File: src/rtl/axi_frame_reader_if.sv
// Bus bundle for the frame reader: AXI4 read address/data channels and the
// AXI4-Stream video output, with the reader as master and memory/display as slave.
interface axi_frame_reader_if;
  logic [31:0] m_axi_araddr;
  logic [7:0]  m_axi_arlen;
  logic [2:0]  m_axi_arsize;
  logic [1:0]  m_axi_arburst;
  logic        m_axi_arvalid;
  logic        m_axi_arready;
  logic [31:0] m_axi_rdata;
  logic [1:0]  m_axi_rresp;
  logic        m_axi_rlast;
  logic        m_axi_rvalid;
  logic        m_axi_rready;
  logic [23:0] m_axis_tdata;
  logic        m_axis_tvalid;
  logic        m_axis_tready;
  logic        m_axis_tuser;
  logic        m_axis_tlast;

  modport master (
    output m_axi_araddr, m_axi_arlen, m_axi_arsize, m_axi_arburst, m_axi_arvalid,
    input  m_axi_arready,
    input  m_axi_rdata, m_axi_rresp, m_axi_rlast, m_axi_rvalid,
    output m_axi_rready,
    output m_axis_tdata, m_axis_tvalid, m_axis_tuser, m_axis_tlast,
    input  m_axis_tready
  );

  modport slave (
    input  m_axi_araddr, m_axi_arlen, m_axi_arsize, m_axi_arburst, m_axi_arvalid,
    output m_axi_arready,
    output m_axi_rdata, m_axi_rresp, m_axi_rlast, m_axi_rvalid,
    input  m_axi_rready,
    input  m_axis_tdata, m_axis_tvalid, m_axis_tuser, m_axis_tlast,
    output m_axis_tready
  );
endinterface

File: src/rtl/axi_frame_reader.sv
// Frame scan-out: issues credit-limited AXI4 INCR bursts over a raster frame buffer
// and replays the pixels through a FIFO as an AXI4-Stream video stream (SOF/EOL).
module axi_frame_reader #(
  parameter int FRAME_WIDTH  = 1920,
  parameter int FRAME_HEIGHT = 1080,
  parameter int BURST_LEN    = 16,
  parameter int FIFO_DEPTH   = 64
) (
  input  logic                clk_i,
  input  logic                rst_i,
  input  logic                start_i,
  input  logic [31:0]         base_addr_i,
  axi_frame_reader_if.master  bus,
  output logic                busy_o,
  output logic                done_o,
  output logic                error_o
);

  localparam int NB = FRAME_WIDTH * FRAME_HEIGHT / BURST_LEN;
  localparam int AW = $clog2(FIFO_DEPTH);
  localparam int CW = AW + 1;
  localparam int BW = (NB > 1) ? $clog2(NB) : 1;
  localparam int XW = (FRAME_WIDTH > 1) ? $clog2(FRAME_WIDTH) : 1;
  localparam int YW = (FRAME_HEIGHT > 1) ? $clog2(FRAME_HEIGHT) : 1;
  localparam logic [31:0] ADDR_STEP = 32'(BURST_LEN * 4);

  typedef enum logic [1:0] {S_IDLE, S_RUN, S_DRAIN} state_t;

  state_t          r_state;
  logic            r_busy;
  logic            r_arvalid;
  logic            r_error;
  logic [31:0]     r_araddr;
  logic [BW-1:0]   r_ar_cnt;
  logic [CW-1:0]   r_count;
  logic [CW-1:0]   r_inflight;
  logic [AW-1:0]   r_wr_ptr;
  logic [AW-1:0]   r_rd_ptr;
  logic [23:0]     r_mem [FIFO_DEPTH];
  logic [XW-1:0]   r_x;
  logic [YW-1:0]   r_y;

  logic            w_ar_hs;
  logic            w_push;
  logic            w_pop;
  logic            w_tvalid;
  logic            w_x_last;
  logic            w_y_last;
  logic            w_final;
  logic            w_last_burst;
  logic [CW-1:0]   w_credit;
  logic            w_unused;

  assign w_ar_hs      = r_arvalid & bus.m_axi_arready;
  assign w_push       = r_busy & bus.m_axi_rvalid;
  assign w_tvalid     = (r_count != '0);
  assign w_pop        = w_tvalid & bus.m_axis_tready;
  assign w_x_last     = (r_x == XW'(FRAME_WIDTH - 1));
  assign w_y_last     = (r_y == YW'(FRAME_HEIGHT - 1));
  assign w_final      = w_pop & w_x_last & w_y_last;
  assign w_last_burst = (r_ar_cnt == BW'(NB - 1));
  // Space not yet promised to the FIFO; in-flight beats are already reserved.
  assign w_credit     = CW'(FIFO_DEPTH) - r_count - r_inflight;
  assign w_unused     = &{1'b0, bus.m_axi_rlast, bus.m_axi_rdata[31:24]};

  assign bus.m_axi_araddr  = r_araddr;
  assign bus.m_axi_arlen   = 8'(BURST_LEN - 1);
  assign bus.m_axi_arsize  = 3'h2;
  assign bus.m_axi_arburst = 2'h1;
  assign bus.m_axi_arvalid = r_arvalid;
  assign bus.m_axi_rready  = r_busy;
  assign bus.m_axis_tdata  = r_mem[r_rd_ptr];
  assign bus.m_axis_tvalid = w_tvalid;
  assign bus.m_axis_tuser  = w_tvalid & (r_x == '0) & (r_y == '0);
  assign bus.m_axis_tlast  = w_tvalid & w_x_last;

  assign busy_o  = r_busy;
  assign done_o  = w_final;
  assign error_o = r_error;

  // Control FSM: frame sequencing and AR issue
  always_ff @(posedge clk_i or posedge rst_i) begin
    if (rst_i) begin
      r_state   <= S_IDLE;
      r_busy    <= 1'b0;
      r_arvalid <= 1'b0;
      r_araddr  <= '0;
      r_ar_cnt  <= '0;
      r_error   <= 1'b0;
    end else begin
      case (r_state)
        S_IDLE: begin
          if (start_i) begin
            r_state  <= S_RUN;
            r_busy   <= 1'b1;
            r_error  <= 1'b0;
            r_araddr <= base_addr_i;
            r_ar_cnt <= '0;
          end
        end
        S_RUN: begin
          if (w_ar_hs) begin
            r_arvalid <= 1'b0;
            r_araddr  <= r_araddr + ADDR_STEP;
            r_ar_cnt  <= r_ar_cnt + BW'(1);
            if (w_last_burst) r_state <= S_DRAIN;
          end else if (!r_arvalid && (w_credit >= CW'(BURST_LEN))) begin
            r_arvalid <= 1'b1;
          end
        end
        S_DRAIN: begin
          if (w_final) begin
            r_state <= S_IDLE;
            r_busy  <= 1'b0;
          end
        end
        default: r_state <= S_IDLE;
      endcase
      if (w_push && (bus.m_axi_rresp != 2'b00)) r_error <= 1'b1;
    end
  end

  // Credit accounting: AR reserves a full burst, each R beat releases one
  always_ff @(posedge clk_i or posedge rst_i) begin
    if (rst_i) begin
      r_inflight <= '0;
    end else begin
      case ({w_ar_hs, w_push})
        2'b10:   r_inflight <= r_inflight + CW'(BURST_LEN);
        2'b01:   r_inflight <= r_inflight - CW'(1);
        2'b11:   r_inflight <= r_inflight + CW'(BURST_LEN) - CW'(1);
        default: r_inflight <= r_inflight;
      endcase
    end
  end

  // Pixel FIFO control
  always_ff @(posedge clk_i or posedge rst_i) begin
    if (rst_i) begin
      r_count  <= '0;
      r_wr_ptr <= '0;
      r_rd_ptr <= '0;
    end else begin
      if (w_push) r_wr_ptr <= r_wr_ptr + AW'(1);
      if (w_pop)  r_rd_ptr <= r_rd_ptr + AW'(1);
      case ({w_push, w_pop})
        2'b10:   r_count <= r_count + CW'(1);
        2'b01:   r_count <= r_count - CW'(1);
        default: r_count <= r_count;
      endcase
    end
  end

  always_ff @(posedge clk_i) begin
    if (w_push) r_mem[r_wr_ptr] <= bus.m_axi_rdata[23:0];
  end

  // Output raster position
  always_ff @(posedge clk_i or posedge rst_i) begin
    if (rst_i) begin
      r_x <= '0;
      r_y <= '0;
    end else if (w_pop) begin
      if (w_x_last) begin
        r_x <= '0;
        r_y <= w_y_last ? '0 : r_y + YW'(1);
      end else begin
        r_x <= r_x + XW'(1);
      end
    end
  end

endmodule

File: src/flat_wrapper.sv
// flat-port wrapper written by rule: the top's interface ports become plain ports
module axi_frame_reader_flat 
#(
  parameter int FRAME_WIDTH  = 1920,
  parameter int FRAME_HEIGHT = 1080,
  parameter int BURST_LEN    = 16,
  parameter int FIFO_DEPTH   = 64
)
  (clk_i, rst_i, start_i, base_addr_i, busy_o, done_o, error_o, bus_m_axi_araddr, bus_m_axi_arlen, bus_m_axi_arsize, bus_m_axi_arburst, bus_m_axi_arvalid, bus_m_axi_arready, bus_m_axi_rdata, bus_m_axi_rresp, bus_m_axi_rlast, bus_m_axi_rvalid, bus_m_axi_rready, bus_m_axis_tdata, bus_m_axis_tvalid, bus_m_axis_tuser, bus_m_axis_tlast, bus_m_axis_tready);
  axi_frame_reader_if bus_i ();
  input  logic clk_i;
  input  logic rst_i;
  input  logic start_i;
  input  logic [31:0] base_addr_i;
  output logic busy_o;
  output logic done_o;
  output logic error_o;
  output wire logic [$bits(bus_i.m_axi_araddr)-1:0] bus_m_axi_araddr;
  output wire logic [$bits(bus_i.m_axi_arlen)-1:0] bus_m_axi_arlen;
  output wire logic [$bits(bus_i.m_axi_arsize)-1:0] bus_m_axi_arsize;
  output wire logic [$bits(bus_i.m_axi_arburst)-1:0] bus_m_axi_arburst;
  output wire logic [$bits(bus_i.m_axi_arvalid)-1:0] bus_m_axi_arvalid;
  input wire logic [$bits(bus_i.m_axi_arready)-1:0] bus_m_axi_arready;
  input wire logic [$bits(bus_i.m_axi_rdata)-1:0] bus_m_axi_rdata;
  input wire logic [$bits(bus_i.m_axi_rresp)-1:0] bus_m_axi_rresp;
  input wire logic [$bits(bus_i.m_axi_rlast)-1:0] bus_m_axi_rlast;
  input wire logic [$bits(bus_i.m_axi_rvalid)-1:0] bus_m_axi_rvalid;
  output wire logic [$bits(bus_i.m_axi_rready)-1:0] bus_m_axi_rready;
  output wire logic [$bits(bus_i.m_axis_tdata)-1:0] bus_m_axis_tdata;
  output wire logic [$bits(bus_i.m_axis_tvalid)-1:0] bus_m_axis_tvalid;
  output wire logic [$bits(bus_i.m_axis_tuser)-1:0] bus_m_axis_tuser;
  output wire logic [$bits(bus_i.m_axis_tlast)-1:0] bus_m_axis_tlast;
  input wire logic [$bits(bus_i.m_axis_tready)-1:0] bus_m_axis_tready;
  assign bus_m_axi_araddr = bus_i.m_axi_araddr;
  assign bus_m_axi_arlen = bus_i.m_axi_arlen;
  assign bus_m_axi_arsize = bus_i.m_axi_arsize;
  assign bus_m_axi_arburst = bus_i.m_axi_arburst;
  assign bus_m_axi_arvalid = bus_i.m_axi_arvalid;
  assign bus_i.m_axi_arready = bus_m_axi_arready;
  assign bus_i.m_axi_rdata = bus_m_axi_rdata;
  assign bus_i.m_axi_rresp = bus_m_axi_rresp;
  assign bus_i.m_axi_rlast = bus_m_axi_rlast;
  assign bus_i.m_axi_rvalid = bus_m_axi_rvalid;
  assign bus_m_axi_rready = bus_i.m_axi_rready;
  assign bus_m_axis_tdata = bus_i.m_axis_tdata;
  assign bus_m_axis_tvalid = bus_i.m_axis_tvalid;
  assign bus_m_axis_tuser = bus_i.m_axis_tuser;
  assign bus_m_axis_tlast = bus_i.m_axis_tlast;
  assign bus_i.m_axis_tready = bus_m_axis_tready;
  axi_frame_reader #(.FRAME_WIDTH(FRAME_WIDTH), .FRAME_HEIGHT(FRAME_HEIGHT), .BURST_LEN(BURST_LEN), .FIFO_DEPTH(FIFO_DEPTH)) u_core (.clk_i(clk_i), .rst_i(rst_i), .start_i(start_i), .base_addr_i(base_addr_i), .bus(bus_i), .busy_o(busy_o), .done_o(done_o), .error_o(error_o));
endmodule
File: config.mk
export PLATFORM = sky130hd
export DESIGN_NAME = axi_frame_reader_flat
export DESIGN_NICKNAME = d
export VERILOG_FILES = /design/src/rtl/axi_frame_reader_if.sv /design/src/rtl/axi_frame_reader.sv /design/src/flat_wrapper.sv
export SDC_FILE = /design/constraint.sdc
export NUM_CORES = 2
export LEC_CHECK = 0
export ABC_AREA = 1
export BUFFER_PORTS_ARGS = -buffer_cell sky130_fd_sc_hd__buf_2
export CORE_ASPECT_RATIO = 1.5
export CORE_UTILIZATION = 60
export DETAILED_ROUTE_END_ITERATION = 16
export PLACE_DENSITY = 0.77
export SLEW_MARGIN = 20
export SYNTH_ARGS = -nofsm -noshare
export SYNTH_HDL_FRONTEND = slang
export SYNTH_SLANG_ARGS = --single-unit
File: constraint.sdc
create_clock -name clk_i -period 5.8 [get_ports clk_i]
set_input_delay 0.87 -clock clk_i [delete_from_list [all_inputs] [get_ports clk_i]]
set_output_delay 0.87 -clock clk_i [all_outputs]
set_load 0.02 [all_outputs]
==> flow_summary_export.csv <==
group,metric,value,unit
yosys,synth-edff-count,1536,
power_and_ir_drop,power_frac_clock,26.7,%
finish,nets,6219,
timing,period_needed,5.26,ns
finish,area_growth,10.3,%
routing,antenna_left,0,
yosys,synth_ff_type,"edfxtp_1",
routing,drt-initial-drc-count,5692,
power_and_ir_drop,ir_worst_vdd,0.000601,V
global_routing,grt_pass1_wl,268,mm
yosys,synth_xor_area_share,0.347,%
routing,wl_per_cell,23.4,um
yosys,synth-async-reset-ratio,6.23,%
placed_design,placed_cell_area,70300,sq um
clock_tree,cts_buffers,150,
placed_design,gp_congestion,0.892,
yosys,synthAdderAreaFrac,0.554,%
placed_design,io_buffer_count,127,
yosys,syn_area_per_cell,11.2,sq um
power_and_ir_drop,p_sw_share,39.2,%
global_routing,antenna_found_initial,3,
routing,drtPass1Iterations,6,
min_path,hold_path_class,"input pin to async pin",
yosys,synth.most_common_cell,"edfxtp_1",
clock_tree,clock-sinks,1638,
finish,nFillCells,7861,
clock_tree,cts_buffer_depth,3,
timing,rsz0062_at_grt,"no",
clock_tree,htree_levels,4,
yosys,yosys.area.top_type,"edfxtp_1",
timing,fin_crit_sh,90.7,%
timing,slew_headroom,16.5,%
global_routing,grt_pass1_vias,45372,
yosys,yosysSeqAreaShare,71.4,%
worst_setup_path,cp-end-kind,"output pin",
yosys,synth_compound_area_share,5.49,%
worst_setup_path,arrival,4.39,ns
finish,final-seq-area,48700,sq um
yosys,synth_area,68200,sq um
routing,finalWirelength,180,mm
power_and_ir_drop,p_comb_share,35.7,%
worst_setup_path,path_class,"register to output pin",
die,die-area,115000,sq um
job,max_cap_viol_count,0,
power_and_ir_drop,p_seq_share,37.6,%
status,outcome,"finished clean",
power_and_ir_drop,p_int,22.7,mW
die,pin_count,150,
worst_setup_path,cp_max_fo,233,
routing,num_vias,46867,
global_routing,grt_usage,31.3,%
yosys,synth_top_area_share,67.6,%
timing,clock.fmax,190,MHz
yosys,synthMuxAreaShare,0,%
die,die_w,277,um
routing,drc,0,
clock_tree,post_cts_buffers,0,
power_and_ir_drop,switching_power,14.7,mW
clock_tree,ctsRootBufferMaster,"clkbuf_16",
yosys,synth_common_cells,"1536 x edfxtp_1, 1250 x nand2_1, 1096 x nor2_1",
die,rows,151,
global_routing,grt-ovfl-total,0,
timing,hold_viol,0,
worst_setup_path,cp.required,4.93,ns
yosys,synth-simple-area-share,18.8,%
clock_tree,clock_latency,0.79,ns
die,core_area,113000,sq um
timing,worst_pin_slew,1.25,ns
routing,via_per_inst,6.09,
power_and_ir_drop,p_per_area,497,nW/um^2
timing,setup_viol,0,
clock_tree,cts_tree,"done",
yosys,ys_seq_elements,1638,
finish,final_area,75200,sq um
power_and_ir_drop,p_leak,27.1,nW
placed_design,dp_hpwl,97.1,mm
power_and_ir_drop,total_power,37.4,mW
yosys,synth.area.top_cells,"edfxtp_1 68%, nand2_1 6.9%, nor2_1 6.0%",
finish,final_core_util,66.7,%
clock_tree,clk_pin_slew_worst_paths,0.07,ns
yosys,synth_cells,6075,
timing,finalClockSkew,0.0289,ns
yosys,yosysUniqueCellTypes,40,
yosys,synth_top_family_by_area,"simple AND/OR/NAND/NOR gates",
yosys,yosysWarningCount,0,
global_routing,grt_max_degree,234,
worst_setup_path,rr_worst_depth,4,
clock_tree,cts_hold_buf,0,
die,initial_utilization,60.5,%
worst_setup_path,start_kind,"register",
finish,multi_input_area,17600,sq um
clock_tree,ctsResizeCount,0,
timing,finalSetupTns,0,ns
timing,maxSlewViolCount,0,
die,die_y,415,um
finish,final_layout_size_suffix_gt1_share,8.69,%
sequential cells by signal, indices dropped and copies added, names as in the netlist:
name                      cells
u_core.r_inflight             7
u_core.r_ar_cnt              17
u_core.r_rd_ptr               6
u_core.bus.m_axi_rready       1
u_core.bus.m_axi_arvalid      1
u_core.r_y                   11
u_core.error_o                1
u_core.bus.m_axi_araddr      32
u_core.r_mem               1536
u_core.r_state                2
u_core.r_wr_ptr               6
u_core.r_x                   11
u_core.r_count                7
critical path, cell delays in order, from the launching register on:
cell	delay, ns
dfrtp_4	0.78
inv_16	0.67
buf_12	0.46
o21ai_0	0.21
nand3_1	0.13
nand3_1	0.28
nand2_1	0.35
nand3_1	0.17
nand2_1	0.18
buf_2	0.19
power groups by stage:
stage	logic, mW	registers, mW	clock network (mW)
2_1_floorplan	8.62	14.1	0
3_3_place_gp	12.7	14.3	0
3_5_place_dp	13.0	14.3	0
4_1_cts	13.2	14.0	10.0
5_1_grt	14.4	14.1	10.5
6_report	13.3	14.0	9.98
per-stage QoR:
stage               hold WS (ns)  cells  worst slack, ns
floorplan                  0.442   6086             2.19
global placement           0.452   7418             1.57
detailed placement         0.461   7418             1.55
CTS                        0.230   7698            0.712
global route               0.272   7699            0.448
finish                     0.238   7700            0.538
cell type report:
type	instances	area share, %
Inverter	143	0.754
Sequential cell	1638	64.7
Antenna cell	2	0.00665
Clock buffer	190	5.42
Timing Repair Buffer	236	2.16
Multi-Input combinational cell	3948	23.4
Tap cell	1453	2.42
Clock inverter	90	1.16
cell families (layout without fill, tap and decap cells):
family,Yosys count,after routing
other,2,15
buffers and inverters,500,659
adders and majority gates,29,29
and+or+nand+nor,3138,3138
xor gates and xnor gates,27,27
AOI/OAI and AO/OA,741,741
DFF,1638,1638
placed cells by master (no fill, tap or decap), types with 32 or more instances in the layout:
cell type  instances
o21ai_0          552
clkbuf_16        158
nand3_1          706
nor2_1          1033
buf_2            125
buf_4             98
dfrtp_1           98
clkinv_2          33
nand2_1         1250
clkbuf_1          32
o21ai_1           48
edfxtp_1        1536
inv_1            133
nor2_2            38
a21oi_1          124
worst paths after layout:
path	startpoint	to	slack, ns
worst max-delay path	u_core.r_rd_ptr[0]$_DFFE_PP0P_	bus_m_axis_tdata[14]	0.54
worst min-delay path	rst_i	u_core.bus.m_axi_araddr[12]$_DFFE_PP0P_	0.24
worst max register to register	u_core.bus.m_axi_rready$_DFFE_PP0P_	u_core.r_mem[49][10]$_DFFE_PP_	2.08
worst min register to register	u_core.r_inflight[2]$_DFFE_PP0P_	u_core.r_inflight[2]$_DFFE_PP0P_	0.47
max in group asynchronous	rst_i	u_core.r_rd_ptr[0]$_DFFE_PP0P_	4.33
min in group clk_i	base_addr_i[1]	u_core.bus.m_axi_araddr[1]$_DFFE_PP0P_	0.28
metal layers:
metal / up-vias / GRT usage (%) / wire [um]
met2: 2747 / 52.4 / 88900
met3: 585 / 5.06 / 16900
met1: 22387 / 37.3 / 61500
li1: 21148 / - / -
met4: 0 / 21.5 / 13000
met5: - / 0 / 0
(Power assumes the default switching activity.)
